===== src/rtl/adcv_pkg.sv =====
// Shared constants, types and helpers for the ADC sample averager.
package adcv_pkg;

  localparam int ADCV_SAMPLE_BITS = 7;

  typedef enum logic {
    IDLE  = 1'b0,
    ACCUM = 1'b1
  } adcv_state_t;

  // Accumulator width for 2^avg_log2 samples of in_bits each; cannot overflow.
  function automatic int sum_width(input int in_bits, input int avg_log2);
    return in_bits + avg_log2;
  endfunction

endpackage


===== src/rtl/adcv_sync_fifo.sv =====
// Small first-word-fall-through FIFO: head is visible on pop_data while !empty.
// Latency: push visible one edge later; a push while full succeeds only alongside a pop.
module adcv_sync_fifo #(
  parameter int WIDTH = 7,
  parameter int DEPTH = 4
) (
  input  logic             clock,
  input  logic             reset,
  input  logic             push,
  input  logic [WIDTH-1:0] push_data,
  input  logic             pop,
  output logic [WIDTH-1:0] pop_data,
  output logic             full,
  output logic             empty
);

  localparam int AW = (DEPTH > 1) ? $clog2(DEPTH) : 1;
  localparam logic [AW:0]   FULL_CNT = (AW+1)'(DEPTH);
  localparam logic [AW:0]   CNT_ONE  = (AW+1)'(1);
  localparam logic [AW-1:0] PTR_ONE  = AW'(1);

  logic [WIDTH-1:0] mem [DEPTH];
  logic [AW-1:0]    rd_ptr;
  logic [AW-1:0]    wr_ptr;
  logic [AW:0]      count;
  logic             pop_ok;
  logic             push_ok;

  assign full     = (count == FULL_CNT);
  assign empty    = (count == '0);
  assign pop_ok   = pop && !empty;
  // A full FIFO still takes a push when the head leaves on the same edge.
  assign push_ok  = push && (!full || pop_ok);
  assign pop_data = empty ? '0 : mem[rd_ptr];

  always_ff @(posedge clock) begin
    if (push_ok) begin
      mem[wr_ptr] <= push_data;
    end
  end

  always_ff @(posedge clock) begin
    if (reset) begin
      rd_ptr <= '0;
      wr_ptr <= '0;
      count  <= '0;
    end else begin
      if (push_ok) begin
        wr_ptr <= wr_ptr + PTR_ONE;
      end
      if (pop_ok) begin
        rd_ptr <= rd_ptr + PTR_ONE;
      end
      case ({push_ok, pop_ok})
        2'b10:   count <= count + CNT_ONE;
        2'b01:   count <= count - CNT_ONE;
        default: count <= count;
      endcase
    end
  end

endmodule


===== src/rtl/adcv_sample_averager.sv =====
// Block averager: means of 2^AVG_LOG2 ADC samples queued in an FWFT FIFO; ADCV_MINMAX_EN adds per-block min/max.
// Latency: 2 edges from the last sample of a block to avg_valid (FIFO empty).
// Backpressure: avg_valid/avg_ready pop; a mean arriving at a full FIFO with no pop is dropped and counted.
module adcv_sample_averager
  import adcv_pkg::*;
#(
  parameter int IN_BITS    = ADCV_SAMPLE_BITS,
  parameter int AVG_LOG2   = 4,
  parameter int FIFO_DEPTH = 4,
  parameter int DROP_BITS  = 16
) (
  input  logic                 clock,
  input  logic                 reset,
  input  logic                 enable,
  input  logic [IN_BITS-1:0]   sample_in,
  input  logic                 sample_valid,
  output logic [IN_BITS-1:0]   avg_data,
  output logic                 avg_valid,
  input  logic                 avg_ready,
  output logic [DROP_BITS-1:0] drop_count,
  output logic                 busy
`ifdef ADCV_MINMAX_EN
  ,
  output logic [IN_BITS-1:0]   avg_min,
  output logic [IN_BITS-1:0]   avg_max
`endif
);

  localparam int SUM_W = sum_width(IN_BITS, AVG_LOG2);
`ifdef ADCV_MINMAX_EN
  localparam int ENTRY_W = 3 * IN_BITS;
`else
  localparam int ENTRY_W = IN_BITS;
`endif

  localparam logic [AVG_LOG2-1:0]  CNT_ONE  = AVG_LOG2'(1);
  localparam logic [AVG_LOG2-1:0]  CNT_LAST = '1;
  localparam logic [DROP_BITS-1:0] DROP_ONE = DROP_BITS'(1);

  adcv_state_t         state;
  logic [SUM_W-1:0]    sum;
  logic [SUM_W-1:0]    sum_next;
  logic [AVG_LOG2-1:0] cnt;
  logic                push_req;
  logic [IN_BITS-1:0]  push_data;
  logic [ENTRY_W-1:0]  push_entry;
  logic [ENTRY_W-1:0]  head_entry;
  logic                fifo_full;
  logic                fifo_empty;
  logic                pop;

  assign sum_next = sum + {{AVG_LOG2{1'b0}}, sample_in};

`ifdef ADCV_MINMAX_EN
  logic [IN_BITS-1:0] blk_min;
  logic [IN_BITS-1:0] blk_max;
  logic [IN_BITS-1:0] min_next;
  logic [IN_BITS-1:0] max_next;
  logic [IN_BITS-1:0] push_min;
  logic [IN_BITS-1:0] push_max;

  // The first sample of a block seeds both extremes.
  always_comb begin
    min_next = sample_in;
    max_next = sample_in;
    if (cnt != '0) begin
      min_next = (sample_in < blk_min) ? sample_in : blk_min;
      max_next = (sample_in > blk_max) ? sample_in : blk_max;
    end
  end

  always_ff @(posedge clock) begin
    if (reset) begin
      blk_min  <= '0;
      blk_max  <= '0;
      push_min <= '0;
      push_max <= '0;
    end else if (state == ACCUM && enable && sample_valid) begin
      blk_min <= min_next;
      blk_max <= max_next;
      if (cnt == CNT_LAST) begin
        push_min <= min_next;
        push_max <= max_next;
      end
    end
  end

  assign push_entry = {push_max, push_min, push_data};
  assign avg_data   = head_entry[IN_BITS-1:0];
  assign avg_min    = head_entry[2*IN_BITS-1:IN_BITS];
  assign avg_max    = head_entry[3*IN_BITS-1:2*IN_BITS];
`else
  assign push_entry = push_data;
  assign avg_data   = head_entry;
`endif

  always_ff @(posedge clock) begin
    if (reset) begin
      state     <= IDLE;
      sum       <= '0;
      cnt       <= '0;
      push_req  <= 1'b0;
      push_data <= '0;
    end else begin
      push_req <= 1'b0;
      case (state)
        IDLE: begin
          if (enable) begin
            state <= ACCUM;
          end
        end
        ACCUM: begin
          if (!enable) begin
            // Abandon the partial block without emitting anything.
            state <= IDLE;
            sum   <= '0;
            cnt   <= '0;
          end else if (sample_valid) begin
            if (cnt == CNT_LAST) begin
              push_req  <= 1'b1;
              push_data <= sum_next[SUM_W-1:AVG_LOG2];
              sum       <= '0;
              cnt       <= '0;
            end else begin
              sum <= sum_next;
              cnt <= cnt + CNT_ONE;
            end
          end
        end
      endcase
    end
  end

  assign busy      = (state == ACCUM) && (cnt != '0);
  assign avg_valid = !fifo_empty;
  assign pop       = avg_valid && avg_ready;

  always_ff @(posedge clock) begin
    if (reset) begin
      drop_count <= '0;
    end else if (push_req && fifo_full && !pop && (drop_count != '1)) begin
      drop_count <= drop_count + DROP_ONE;
    end
  end

  adcv_sync_fifo #(
    .WIDTH (ENTRY_W),
    .DEPTH (FIFO_DEPTH)
  ) u_fifo (
    .clock     (clock),
    .reset     (reset),
    .push      (push_req),
    .push_data (push_entry),
    .pop       (pop),
    .pop_data  (head_entry),
    .full      (fifo_full),
    .empty     (fifo_empty)
  );

endmodule


===== config.mk =====
export PLATFORM = sky130hd
export DESIGN_NAME = adcv_sample_averager
export DESIGN_NICKNAME = d
export VERILOG_FILES = /design/src/rtl/adcv_pkg.sv /design/src/rtl/adcv_sync_fifo.sv /design/src/rtl/adcv_sample_averager.sv
export SDC_FILE = /design/constraint.sdc
export NUM_CORES = 1
export LEC_CHECK = 0
export ABC_AREA = 1
export CORE_ASPECT_RATIO = 1.25
export CORE_MARGIN = 3
export CORE_UTILIZATION = 51
export CTS_BUF_LIST = sky130_fd_sc_hd__clkbuf_4
export DETAILED_ROUTE_END_ITERATION = 8
export GPL_ROUTABILITY_DRIVEN = 0
export PLACE_DENSITY = 0.72
export SYNTH_ARGS = -nofsm -noshare
export SYNTH_HDL_FRONTEND = slang
export SYNTH_HIERARCHICAL = 1
export SYNTH_SLANG_ARGS = --single-unit

===== constraint.sdc =====
create_clock -name clock -period 3.59 [get_ports clock]
set_clock_uncertainty 0.2 [all_clocks]
set_input_delay 0.718 -clock clock [delete_from_list [all_inputs] [get_ports clock]]
set_output_delay 0.718 -clock clock [all_outputs]
set_load 0.05 [all_outputs]

* Word level (Yosys, flattened, before mapping) *
Memory sizes are Yosys's and may differ from the RTL's. A register that Yosys moved wholly into a read port is not among the register bits.
Index checks and enable logic that the tools add are counted.

cells by class
  add/subtract/negate cells = 7
  equal/unequal tests = 6
  muxes and demuxes = 14
  bitwise logic cells = 3
  reductions and logical operators = 17

operators with widths
  operator                                                             count
  11-bit 2-to-1 mux                                                    3
  16-bit by 1-bit adder with 16-bit output (second input constant)     1
  16-bit inequality test (second input constant)                       1
  4-bit 2-to-1 mux                                                     3
  11-bit by 7-bit adder with 11-bit output                             1
  1-bit logical AND                                                    7
  7-bit 2-to-1 mux                                                     1
  3-bit one-hot mux with 2 select lines                                1
  2-bit by 1-bit adder with 2-bit output (second input constant)       2
  4-bit by 1-bit adder with 4-bit output (second input constant)       1
  4-bit == test (second input constant)                                1
  1-bit 2-to-1 mux                                                     4
  2-bit 2-to-1 mux                                                     2
  4-bit AND reduction                                                  1
  4-bit nonzero test                                                   1
  4-bit OR reduction                                                   1
  3-bit by 1-bit adder with 3-bit output (second input constant)       1
  3-bit == test (second input constant)                                1
  1-bit logical NOT                                                    3
  3-bit logical NOT                                                    1
  1-bit inverter                                                       3
  3-bit by 1-bit subtractor with 3-bit output (second input constant)  1
  2-bit by 1-bit == test with 1-bit output (second input constant)     1
  2-bit == test (second input constant)                                1
  other kinds (4)                                                      4

storage, ports and cells
  flip-flop bits (word level) = 47
  memory bits (writable) = 28
  input port bits = 12
  output and inout bits = 25
  logic and storage cells = 57
  memories kept = 1

memories
  memory      depth  bits a word  read ports  clocked after Yosys merged registers in  write ports  RTL line              source
  u_fifo.mem  4      7            1           1                                        1            adcv_sync_fifo.sv:22  logic [WIDTH-1:0] mem [DEPTH];

* Depth between registers and ports, before layout *
  depth after elaboration = 8
  mapped depth = 13
  gate-level depth less buffers = 13

* By module *
The synthesis kept the hierarchy.

modules (own cells, without submodules)
  module                times used  cells each  area each (um^2)  seq. area each (um^2)
  adcv_sample_averager  1           371         2,432.3           800.8
  adcv_sync_fifo        1           147         1,600.3           1,021.0

* Worst setup path before layout *
OpenSTA, ideal clock, no wires.

  path type = register to output
  start = register (tool-made name)
  end = output port avg_data[3]
  arrival time = 1.510 ns
  required time = 2.672 ns
  slack = 1.162 ns
  stages on the path, launching flop included = 6
  path buffers = 1
  cell sequence = dfxtp_1 > buf_6 > nor2_1 > nor2_1 > o21ai_1 > a21oi_1

RTL lines
  element           RTL line                    source
  end: declaration  adcv_sample_averager.sv:17  output logic [IN_BITS-1:0] avg_data,

==> flow_summary.yaml <==
status:
  status: "completed"
timing:
  hold_viol_final: 0
  period_share_pct: 91.0
  tightest_slew_ps: 653
  max_freq_mhz: 306
  timing.hold.ws_ps: 267
  rsz0062_at_grt: "no"
  slew_violations: 0
  setup_tns_ps: 0
  setup_ws_ps: 322
  min_period_ps: 3270
  relSlewSlack_pct: 56.3
  finalSetupViolations: 0
global_routing:
  grt_overflow: 0
  grt_util_all_layers_pct: 18.6
  grtUsageMet2_pct: 31.9
  grt_pass1_vias: 3105
  grt_busiest_layer: "met2"
  gr-usage-met3_pct: 3.91
  grt_start_max_net_pins: 25
  antenna_found_initial: 0
  grt_pass1_wl_um: 13700
  grtUsageMet1_pct: 23.7
yosys:
  synthCells: 518
  synth.distinct_cells: 40
  synth_edf_count: 28
  synth_compound_area_share_pct: 10.4
  synthSimpleGateAreaFrac_pct: 28.5
  synthFlopType: "dfxtp_1"
  yosys_warnings: 6
  seq_area_frac_synth_pct: 45.2
  syn_avg_cell_area_um2: 7.78
  async_flop_share_pct: 0
  netlist_area_um2: 4030
  synth_mux_area_share_pct: 0
  synth_top_family_by_area: "simple AND/OR/NAND/NOR gates"
  synth-seq-cells: 77
  synth-xor-area-share_pct: 2.39
  synth_fp_nets: 546
  yosys.area_share.adder_pct: 5.34
flow_run:
  cap_violations: 0
final_layout:
  n_antenna_cell: 0
  final_util_pct: 61.4
  final_cell_mix: "nand2_1, nor2_1, inv_1"
  multi_input_area_um2: 1880
  fin_nets: 587
  layout_commonest_cell: "nand2_1"
  fin_cells: 656
  syn2layout_area_growth_pct: 14.7
  stdcell_area_um2: 4630
  regArea_um2: 1820
  num-fill-cells: 656
  final_layout_size_suffix_gt1_share_pct: 9.22
critical_path:
  end_kind: "primary output"
  r2r_cells: 12
  crit_buf_inv: 1
  rr_startpoint: "u_fifo/count[1]$_SDFFE_PP0P_"
  slowest_stage: "clkdlybuf4s50_1"
  max_stage_delay_ps: 830
  path_cells: "nor2_1, nor2_1, o21ai_1, a21oi_1, clkdlybuf4s50_1"
  crit_family: "buffers and inverters"
  critPathLaunchType: "flop"
  cp_common_cell: "nor2_1"
  worst-setup-path-type: "reg -> out"
  required_ps: 2670
  r2r-end: "u_fifo/count[2]$_SDFFE_PP0P_"
  worstPathMaxFanout: 15
  r2r_slack_ps: 1080
  arrival_ps: 2350
min_path:
  hp-start: "sum[3]$_SDFFE_PP0P_"
  holdPathStages: 2
  hold_path.class: "reg -> reg"
  min_to: "sum[3]$_SDFFE_PP0P_"
placed_design:
  hpwl_um: 5850
  portBuffers: 36
  pre_cts_slack_ps: 563
  place_area_um2: 4460
  dpl.cell_count: 640
route:
  drc: 0
  ant_nets: 0
  routedWlPerCell_um: 11.8
  dr.pass1.iters: 4
  wl_um: 7740
  dr.first_iter.drc_count: 99
  route.vias.total: 3317
  vias_per_cell: 5.06
floorplanning:
  die-width_um: 85.5
  die_h_um: 105
  io-pin-count: 37
  dieArea_um2: 9020
  fp-row-count: 35
  initial_core_util_pct: 53.5
  core_um2: 7530
cts:
  cts_tree: "done"
  ctsResizeCount: 0
  h-tree-depth: 3
  cts_buffers: 9
  path_clk_slew_ps: 130
  clk_latency_ps: 410
  cts_setup_buffers: 0
  clockBufferDepth: 2
  holdBufCountCts: 0
  cts_sinks: 77
  cts_root_buf: "clkbuf_4"
power_and_ir_drop:
  vdd_ir_drop_max_uv: 200
  p_total_mw: 1.55
  p_per_area_nw_per_um2: 335
  p_leak_nw: 1.86
-- cells in the mapped netlist, types with 2 or more instances --
master    instances  area [um2]
a21oi_1          22         110
a21oi_2           9        78.8
a22o_1            2        17.5
buf_2             3        15.0
dfxtp_1          49         981
edfxtp_1         28         841
fa_1              2        40.0
ha_1             14         175
inv_1            64         240
inv_2             2        7.51
nand2_1         122         458
nand2_2          13        81.3
nand2_4           2        22.5
nand3_1          29         145
nand3b_1          2        15.0
nand4_1           9        56.3
nor2_1           82         308
nor2_4            3        33.8
o211ai_1          2        15.0
o21ai_0          18        90.1
o21ai_1          13        65.1
xnor2_1           4        35.0
xor2_1            7        61.3
-- how the worst max path moves through the flow --
stage / endpoint / cells past startpoint / from / slack (ps)
after detailed placement: u_fifo/count[2]$_SDFFE_PP0P_ / 11 / avg_ready / 560
after global placement: u_fifo/count[2]$_SDFFE_PP0P_ / 11 / avg_ready / 620
after CTS: avg_data[4] / 5 / flop / 280
final: avg_data[4] / 5 / flop / 320
after floorplan: avg_data[3] / 5 / flop / 1160
after global routing: avg_data[4] / 5 / flop / 110
-- power breakdown --
part / internal (mW) / switching (mW)
logic: 0.0252 / 0.0353
clock network: 0.285 / 0.304
registers: 0.900 / 0.00182
-- cells by family after synthesis --
logic type                 count (synthesis)
and+or+nand+nor                          266
buffers and inverters                     77
DFF                                       77
AOI/OAI and AO/OA                         71
adders and majority gates                 16
xor gates and xnor gates                  11
-- area by class of cell --
cell class / count / area share [%]
clock buffers: 9 / 1.46
clock inverters: 7 / 2.08
inverters: 69 / 5.76
multi-input cells: 364 / 40.7
flip-flops and latches: 77 / 39.4
well taps: 92 / 2.49
repair buffers: 38 / 8.11
-- metal layers --
layer	routed length (um)	part of all wire (%)	up-vias
li1	-	-	1749
met5	0	0	-
met3	241	3.1	9
met1	3580	46	1507
met4	89	1.1	0
met2	3830	49	52
-- state kept, by name (all words and copies together), names as in the netlist, named ones only --
register       flops
cnt                4
state              1
sum               11
push_req           1
push_data          7
u_fifo/count       3
u_fifo/rd_ptr      2
u_fifo/mem        28
drop_count        16
u_fifo/wr_ptr      2
-- tightest hold or removal path, cell delays in order (launching register included) --
cell     delay (ps)
dfxtp_1         340
nand2_1          60
nand2_1          50
No activity file was read; power rests on OpenSTA's default activity.
